==> src/rtl/uart_tx_fifo_if.sv <==
// Write/status bundle between the data-memory I/O decode (master) and the
// buffered UART transmitter (slave).
interface uart_tx_fifo_if #(
  parameter int CNT_W = 5
);
  logic             wr_en;
  logic [7:0]       wr_data;
  logic             full;
  logic             busy;
  logic [CNT_W-1:0] fifo_count;
  logic             overflow;

  modport master (
    output wr_en, wr_data,
    input  full, busy, fifo_count, overflow
  );

  modport slave (
    input  wr_en, wr_data,
    output full, busy, fifo_count, overflow
  );
endinterface

==> src/rtl/uart_tx_fifo.sv <==
// Buffered UART transmitter: bytes pushed through the I/O bus are queued in a
// circular FIFO and serialised LSB first onto a registered, idle-high line.
// Frame is 8N1 by default; defining UART_TX_PARITY_EN inserts an even-parity
// bit after the data bits (8E1).
module uart_tx_fifo #(
  parameter int CLKS_PER_BIT = 10417,
  parameter int FIFO_DEPTH   = 16,
  parameter int CNT_W        = 5
) (
  input  logic              CLK,
  input  logic              RST,
  uart_tx_fifo_if.slave     bus,
  output logic              UART_RXD_OUT
);

  localparam int PTR_W  = (FIFO_DEPTH > 1) ? $clog2(FIFO_DEPTH) : 1;
  localparam int BAUD_W = (CLKS_PER_BIT > 1) ? $clog2(CLKS_PER_BIT) : 1;

  localparam logic [BAUD_W-1:0] BAUD_LAST = BAUD_W'(CLKS_PER_BIT - 1);
  localparam logic [CNT_W-1:0]  CNT_FULL  = CNT_W'(FIFO_DEPTH);

  localparam logic [2:0] S_IDLE   = 3'd0;
  localparam logic [2:0] S_START  = 3'd1;
  localparam logic [2:0] S_DATA   = 3'd2;
`ifdef UART_TX_PARITY_EN
  localparam logic [2:0] S_PARITY = 3'd3;
`endif
  localparam logic [2:0] S_STOP   = 3'd4;

  logic [7:0]        mem [FIFO_DEPTH];
  logic [PTR_W-1:0]  wr_ptr, rd_ptr;
  logic [CNT_W-1:0]  count;
  logic              overflow;

  logic [2:0]        state;
  logic [BAUD_W-1:0] baud;
  logic [2:0]        bit_idx;
  logic [7:0]        shreg;
`ifdef UART_TX_PARITY_EN
  logic              parity;
`endif

  logic full, empty, push, pop, baud_done;

  // full is taken from the registered count, so a push in the same cycle as a
  // pop from a full FIFO is still refused
  assign full      = (count == CNT_FULL);
  assign empty     = (count == '0);
  assign push      = bus.wr_en && !full;
  assign baud_done = (baud == BAUD_LAST);
  // head is consumed either from idle or straight out of a stop bit
  assign pop       = !empty && ((state == S_IDLE) || ((state == S_STOP) && baud_done));

  assign bus.full       = full;
  assign bus.busy       = (state != S_IDLE) || !empty;
  assign bus.fifo_count = count;
  assign bus.overflow   = overflow;

  // FIFO pointers, occupancy and sticky overflow flag
  always_ff @(posedge CLK) begin
    if (RST) begin
      wr_ptr   <= '0;
      rd_ptr   <= '0;
      count    <= '0;
      overflow <= 1'b0;
    end else begin
      if (push) wr_ptr <= wr_ptr + PTR_W'(1);
      if (pop)  rd_ptr <= rd_ptr + PTR_W'(1);
      case ({push, pop})
        2'b10:   count <= count + CNT_W'(1);
        2'b01:   count <= count - CNT_W'(1);
        default: ;
      endcase
      if (bus.wr_en && full) overflow <= 1'b1;
    end
  end

  // FIFO storage; contents are don't-care until written, so no reset
  always_ff @(posedge CLK) begin
    if (push) mem[wr_ptr] <= bus.wr_data;
  end

  // Transmit FSM: line value is registered alongside the state change so each
  // bit appears on the edge its state is entered
  always_ff @(posedge CLK) begin
    if (RST) begin
      state        <= S_IDLE;
      baud         <= '0;
      bit_idx      <= '0;
      shreg        <= '0;
      UART_RXD_OUT <= 1'b1;
`ifdef UART_TX_PARITY_EN
      parity       <= 1'b0;
`endif
    end else begin
      if (state != S_IDLE) baud <= baud_done ? '0 : baud + BAUD_W'(1);
      case (state)
        S_IDLE: begin
          UART_RXD_OUT <= 1'b1;
          baud         <= '0;
          if (pop) begin
            state        <= S_START;
            shreg        <= mem[rd_ptr];
            UART_RXD_OUT <= 1'b0;
`ifdef UART_TX_PARITY_EN
            parity       <= ^mem[rd_ptr];
`endif
          end
        end
        S_START: begin
          if (baud_done) begin
            state        <= S_DATA;
            bit_idx      <= '0;
            UART_RXD_OUT <= shreg[0];
          end
        end
        S_DATA: begin
          if (baud_done) begin
            if (bit_idx == 3'd7) begin
`ifdef UART_TX_PARITY_EN
              state        <= S_PARITY;
              UART_RXD_OUT <= parity;
`else
              state        <= S_STOP;
              UART_RXD_OUT <= 1'b1;
`endif
            end else begin
              bit_idx      <= bit_idx + 3'd1;
              UART_RXD_OUT <= shreg[1];
              shreg        <= {1'b0, shreg[7:1]};
            end
          end
        end
`ifdef UART_TX_PARITY_EN
        S_PARITY: begin
          if (baud_done) begin
            state        <= S_STOP;
            UART_RXD_OUT <= 1'b1;
          end
        end
`endif
        S_STOP: begin
          if (baud_done) begin
            if (pop) begin
              // back-to-back frame: no idle gap after the stop bit
              state        <= S_START;
              shreg        <= mem[rd_ptr];
              UART_RXD_OUT <= 1'b0;
`ifdef UART_TX_PARITY_EN
              parity       <= ^mem[rd_ptr];
`endif
            end else begin
              state        <= S_IDLE;
              UART_RXD_OUT <= 1'b1;
            end
          end
        end
        default: begin
          state        <= S_IDLE;
          UART_RXD_OUT <= 1'b1;
        end
      endcase
    end
  end

endmodule
==> src/flat_wrapper.sv <==
// flat-port wrapper written by rule: the top's interface ports become plain ports
module uart_tx_fifo_flat 
#(
  parameter int CLKS_PER_BIT = 10417,
  parameter int FIFO_DEPTH   = 16,
  parameter int CNT_W        = 5
)
  (CLK, RST, UART_RXD_OUT, bus_wr_en, bus_wr_data, bus_full, bus_busy, bus_fifo_count, bus_overflow);
  uart_tx_fifo_if #(.CNT_W(CNT_W)) bus_i ();
  input  logic CLK;
  input  logic RST;
  output logic UART_RXD_OUT;
  input wire logic [$bits(bus_i.wr_en)-1:0] bus_wr_en;
  input wire logic [$bits(bus_i.wr_data)-1:0] bus_wr_data;
  output wire logic [$bits(bus_i.full)-1:0] bus_full;
  output wire logic [$bits(bus_i.busy)-1:0] bus_busy;
  output wire logic [$bits(bus_i.fifo_count)-1:0] bus_fifo_count;
  output wire logic [$bits(bus_i.overflow)-1:0] bus_overflow;
  assign bus_i.wr_en = bus_wr_en;
  assign bus_i.wr_data = bus_wr_data;
  assign bus_full = bus_i.full;
  assign bus_busy = bus_i.busy;
  assign bus_fifo_count = bus_i.fifo_count;
  assign bus_overflow = bus_i.overflow;
  uart_tx_fifo #(.CLKS_PER_BIT(CLKS_PER_BIT), .FIFO_DEPTH(FIFO_DEPTH), .CNT_W(CNT_W)) u_core (.CLK(CLK), .RST(RST), .bus(bus_i), .UART_RXD_OUT(UART_RXD_OUT));
endmodule
==> config.mk <==
export PLATFORM = sky130hd
export DESIGN_NAME = uart_tx_fifo_flat
export DESIGN_NICKNAME = d
export VERILOG_FILES = /design/src/rtl/uart_tx_fifo_if.sv /design/src/rtl/uart_tx_fifo.sv /design/src/flat_wrapper.sv
export SDC_FILE = /design/constraint.sdc
export NUM_CORES = 1
export LEC_CHECK = 0
export CELL_PAD_IN_SITES_DETAIL_PLACEMENT = 0
export CELL_PAD_IN_SITES_GLOBAL_PLACEMENT = 2
export CORE_ASPECT_RATIO = 1.4
export CORE_MARGIN = 2
export CORE_UTILIZATION = 48
export CTS_CLUSTER_DIAMETER = 50
export CTS_CLUSTER_SIZE = 40
export DETAILED_ROUTE_END_ITERATION = 8
export PLACE_DENSITY_LB_ADDON = 0.1
export SYNTH_ARGS = -nofsm -noshare
export SYNTH_HDL_FRONTEND = slang
export SYNTH_SLANG_ARGS = --single-unit
==> constraint.sdc <==
create_clock -name CLK -period 9.75 [get_ports CLK]
set_clock_uncertainty 0.05 [all_clocks]
set_input_delay 1.95 -clock CLK [delete_from_list [all_inputs] [get_ports CLK]]
set_output_delay 1.95 -clock CLK [all_outputs]
set_load 0.05 [all_outputs]
==> flow_metrics.tcl <==
set metrics [dict create \
    rsz0062_at_grt "no" \
    power_density_nw_per_um2 249.4 \
    place_area_um2 7716 \
    p_clk_share_pct 31.3 \
    yosysSeqAreaShare_pct 64.63 \
    totalPowerFinal_mw 2.066 \
    synth.ff_latch_count 175 \
    synth_flop_cell "edfxtp_1" \
    first_pass_iters 5 \
    num-fill-cells 1235 \
    cts-resized-gates 0 \
    switching_share_pct 31.58 \
    clock_sinks 175 \
    synth-edff-count 128 \
    cts-root-buf "clkbuf_16" \
    layout-drive-gt1-share_pct 15.91 \
    io_buffers 19 \
    cap_viol_max_count 0 \
    syn_nets 549 \
    hp-class "reg -> reg" \
    yosys-top-cells-area "edfxtp_1, dfxtp_1, mux4_2" \
    io_pins 20 \
    clk_latency_ns 0.42 \
    place.gp.congestion 0.7551 \
    dp.cells 713 \
    clockBufferDepth 2 \
    yosysMostFrequentCell "edfxtp_1" \
    fp-row-count 53 \
    finish.instance_area_um2 8284 \
    synthToLayoutAreaGrowth_pct 11.90 \
    die_w_um 109.0 \
    crit_path_max_fanout 9 \
    grt_pass1_vias 4204 \
    grt_pass1_wl_mm 22.78 \
    period_minus_slack_ns 4.828 \
    fin_nets 564 \
    die_y_um 150.9 \
    relSlewSlack_pct 23.36 \
    routed_wl_mm 14.22 \
    drv_slew 0 \
    power_frac_seq_pct 43.2 \
    dieArea_um2 16450 \
    crit_required_ns 10.01 \
    tightestPinTransition_ns 1.141 \
    numCtsBuffers 17 \
    overflow 0 \
    syn-cell-area_um2 7403 \
    antenna_found_initial 0 \
    via_per_inst 5.550 \
    leakage_nw 2.676 \
    seqCellArea_um2 4786 \
    path_cells "clkdlybuf4s50_1 > a21boi_1 > inv_1 > ha_1 > xor2_1 > ha_1 > o21a_1 > o22a_1 > a21oi_1 > mux2i_1 > mux2_2" \
    endpoint_kind "flip-flop" \
    outcome "finished, final reports clean" \
    fin_setup_tns_ns 0 \
    coreArea_um2 15050 \
    grt_start_max_net_pins 53 \
    synth_common_cells "edfxtp_1, nor2_1, dfxtp_1" \
    path_common_cell "ha_1" \
    synth_top_area_share_pct 51.92 \
    fmax_mhz 207.1 \
    power_frac_comb_pct 25.4 \
    whs_ns 0.4093 \
    num_antenna_cells 0 \
    p_sw_uw 652.5 \
    initial_core_util_pct 49.18 \
    drc_errors 0 \
    worst-endpoint-arrival_ns 5.09 \
    final_cells 745 \
    postCtsSetupBuffers 0 \
    yosys_warnings 0 \
    peakVddDrop_mv 0.1439 \
    ctsHoldBuffers 0 \
    critPathKind "in -> reg" \
    hold_violations 0 \
    crit_path_start_kind "input pin" \
    netlist_instances 525 \
    period_share_pct 49.51 \
    worst_path_max_delay_cell "a21boi_1" \
    htree_levels 4 \
    finalSetupViolations 0 \
    synth_cell_types 55 \
    clk_pin_slew_worst_paths_ns 0.07 \
    synth_top_cell_by_area "edfxtp_1" \
    dp_hpwl_mm 9.506 \
    multi_input_area_um2 2436 \
    tritoncts "yes" \
    avgSynthCellArea_um2 14.10 \
    drt.antenna.violating_nets 0 \
    intPower_mw 1.413 \
    drtIter0Drc 291 \
    vias 4135 \
    track_usage_pct 18.93 \
    routedWlPerCell_um 19.08 \
    slowest_delay_ns 0.66 \
    synth-async-reset-ratio_pct 0 \
]
[stage by stage]
stage | utilization [%] | setup slack (ns)
after detailed placement | 51.26 | 4.480
final | 55.03 | 4.922
after global placement | 51.26 | 4.522
after floorplan | - | 5.301
after CTS | 55.03 | 4.914
after global routing | 55.03 | 4.758
[state kept, by name (all words and copies together) (netlist names), named ones only]
| signal | count |
|---|---|
| u_core.shreg | 8 |
| u_core.bus.overflow | 1 |
| u_core.bus.fifo_count | 5 |
| u_core.bit_idx | 3 |
| u_core.mem | 128 |
| u_core.UART_RXD_OUT | 1 |
| u_core.wr_ptr | 4 |
| u_core.rd_ptr | 4 |
| u_core.state | 3 |
| u_core.baud | 14 |
[power by group through the flow]
| stage | Clock (mW) | Combinational, mW | Sequential, mW |
|---|---|---|---|
| after floorplan | 0 | 0.383 | 0.929 |
| after global placement | 0 | 0.529 | 0.907 |
| after detailed placement | 0 | 0.533 | 0.909 |
| after CTS | 0.661 | 0.535 | 0.893 |
| after global routing | 0.692 | 0.586 | 0.900 |
| final | 0.647 | 0.526 | 0.893 |
[cells by family after synthesis]
logic type      count (synthesis)  share of synthesized area (%)
simple gates                  175                          11.97
flops                         175                          64.63
compound gates                 57                          6.101
mux                            48                          10.16
buf+inv                        36                          2.467
xor+xnor                       21                          2.484
fa+ha+maj                      13                          2.197
[layout by cell type (no fill, tap or decap), drive strengths merged, types with 5 or more instances in the layout]
cell and count:
a211oi 7, clkdlybuf4s50 19, mux2i 11, nor2 68
nand3 9, o22ai 8, ha 13, nand2 24
or3 5, xnor2 7, inv 19, mux4 20
a2111oi 10, nor2b 11, nor4 7, a21oi 15
xor2 14, nor3 22, edfxtp 128, mux2 17
nand2b 9, clkbuf 17, dfxtp 47
[layer usage]
metal  wire length, um  vias up  GRT usage [%]
li1                  -     2002              -
met1              6242     2060          23.35
met2              7481       67          33.45
met3               375        6          3.614
met4               118        0          5.769
met5                 0        -              0
[critical path, delay by kind of cell]
family | cells | cell delay, ns
xor+xnor | 1 | 0.18
buf+inv | 2 | 0.64
mux | 2 | 0.56
compound gates | 4 | 1.20
fa+ha+maj | 2 | 0.56
[final timing paths]
check                           cells after the start  slack [ns]                        to         startpoint
worst max-delay path                               11        4.92  u_core.bus.fifo_count[4]          bus_wr_en
worst min-delay path                                2        0.41         u_core.bit_idx[2]  u_core.bit_idx[2]
worst max register to register                     11        5.94  u_core.bus.fifo_count[4]     u_core.baud[2]
worst min register to register                      2        0.41         u_core.bit_idx[2]  u_core.bit_idx[2]
[area by class of cell]
cell class / instances / area share, %
Multi-Input combinational cell: 314 / 29.41
Timing Repair Buffer: 23 / 2.658
Inverter: 9 / 0.4078
Clock inverter: 15 / 1.722
Tap cell: 192 / 2.900
Sequential cell: 175 / 57.77
Clock buffer: 17 / 5.135
(Power assumes the default switching activity.)
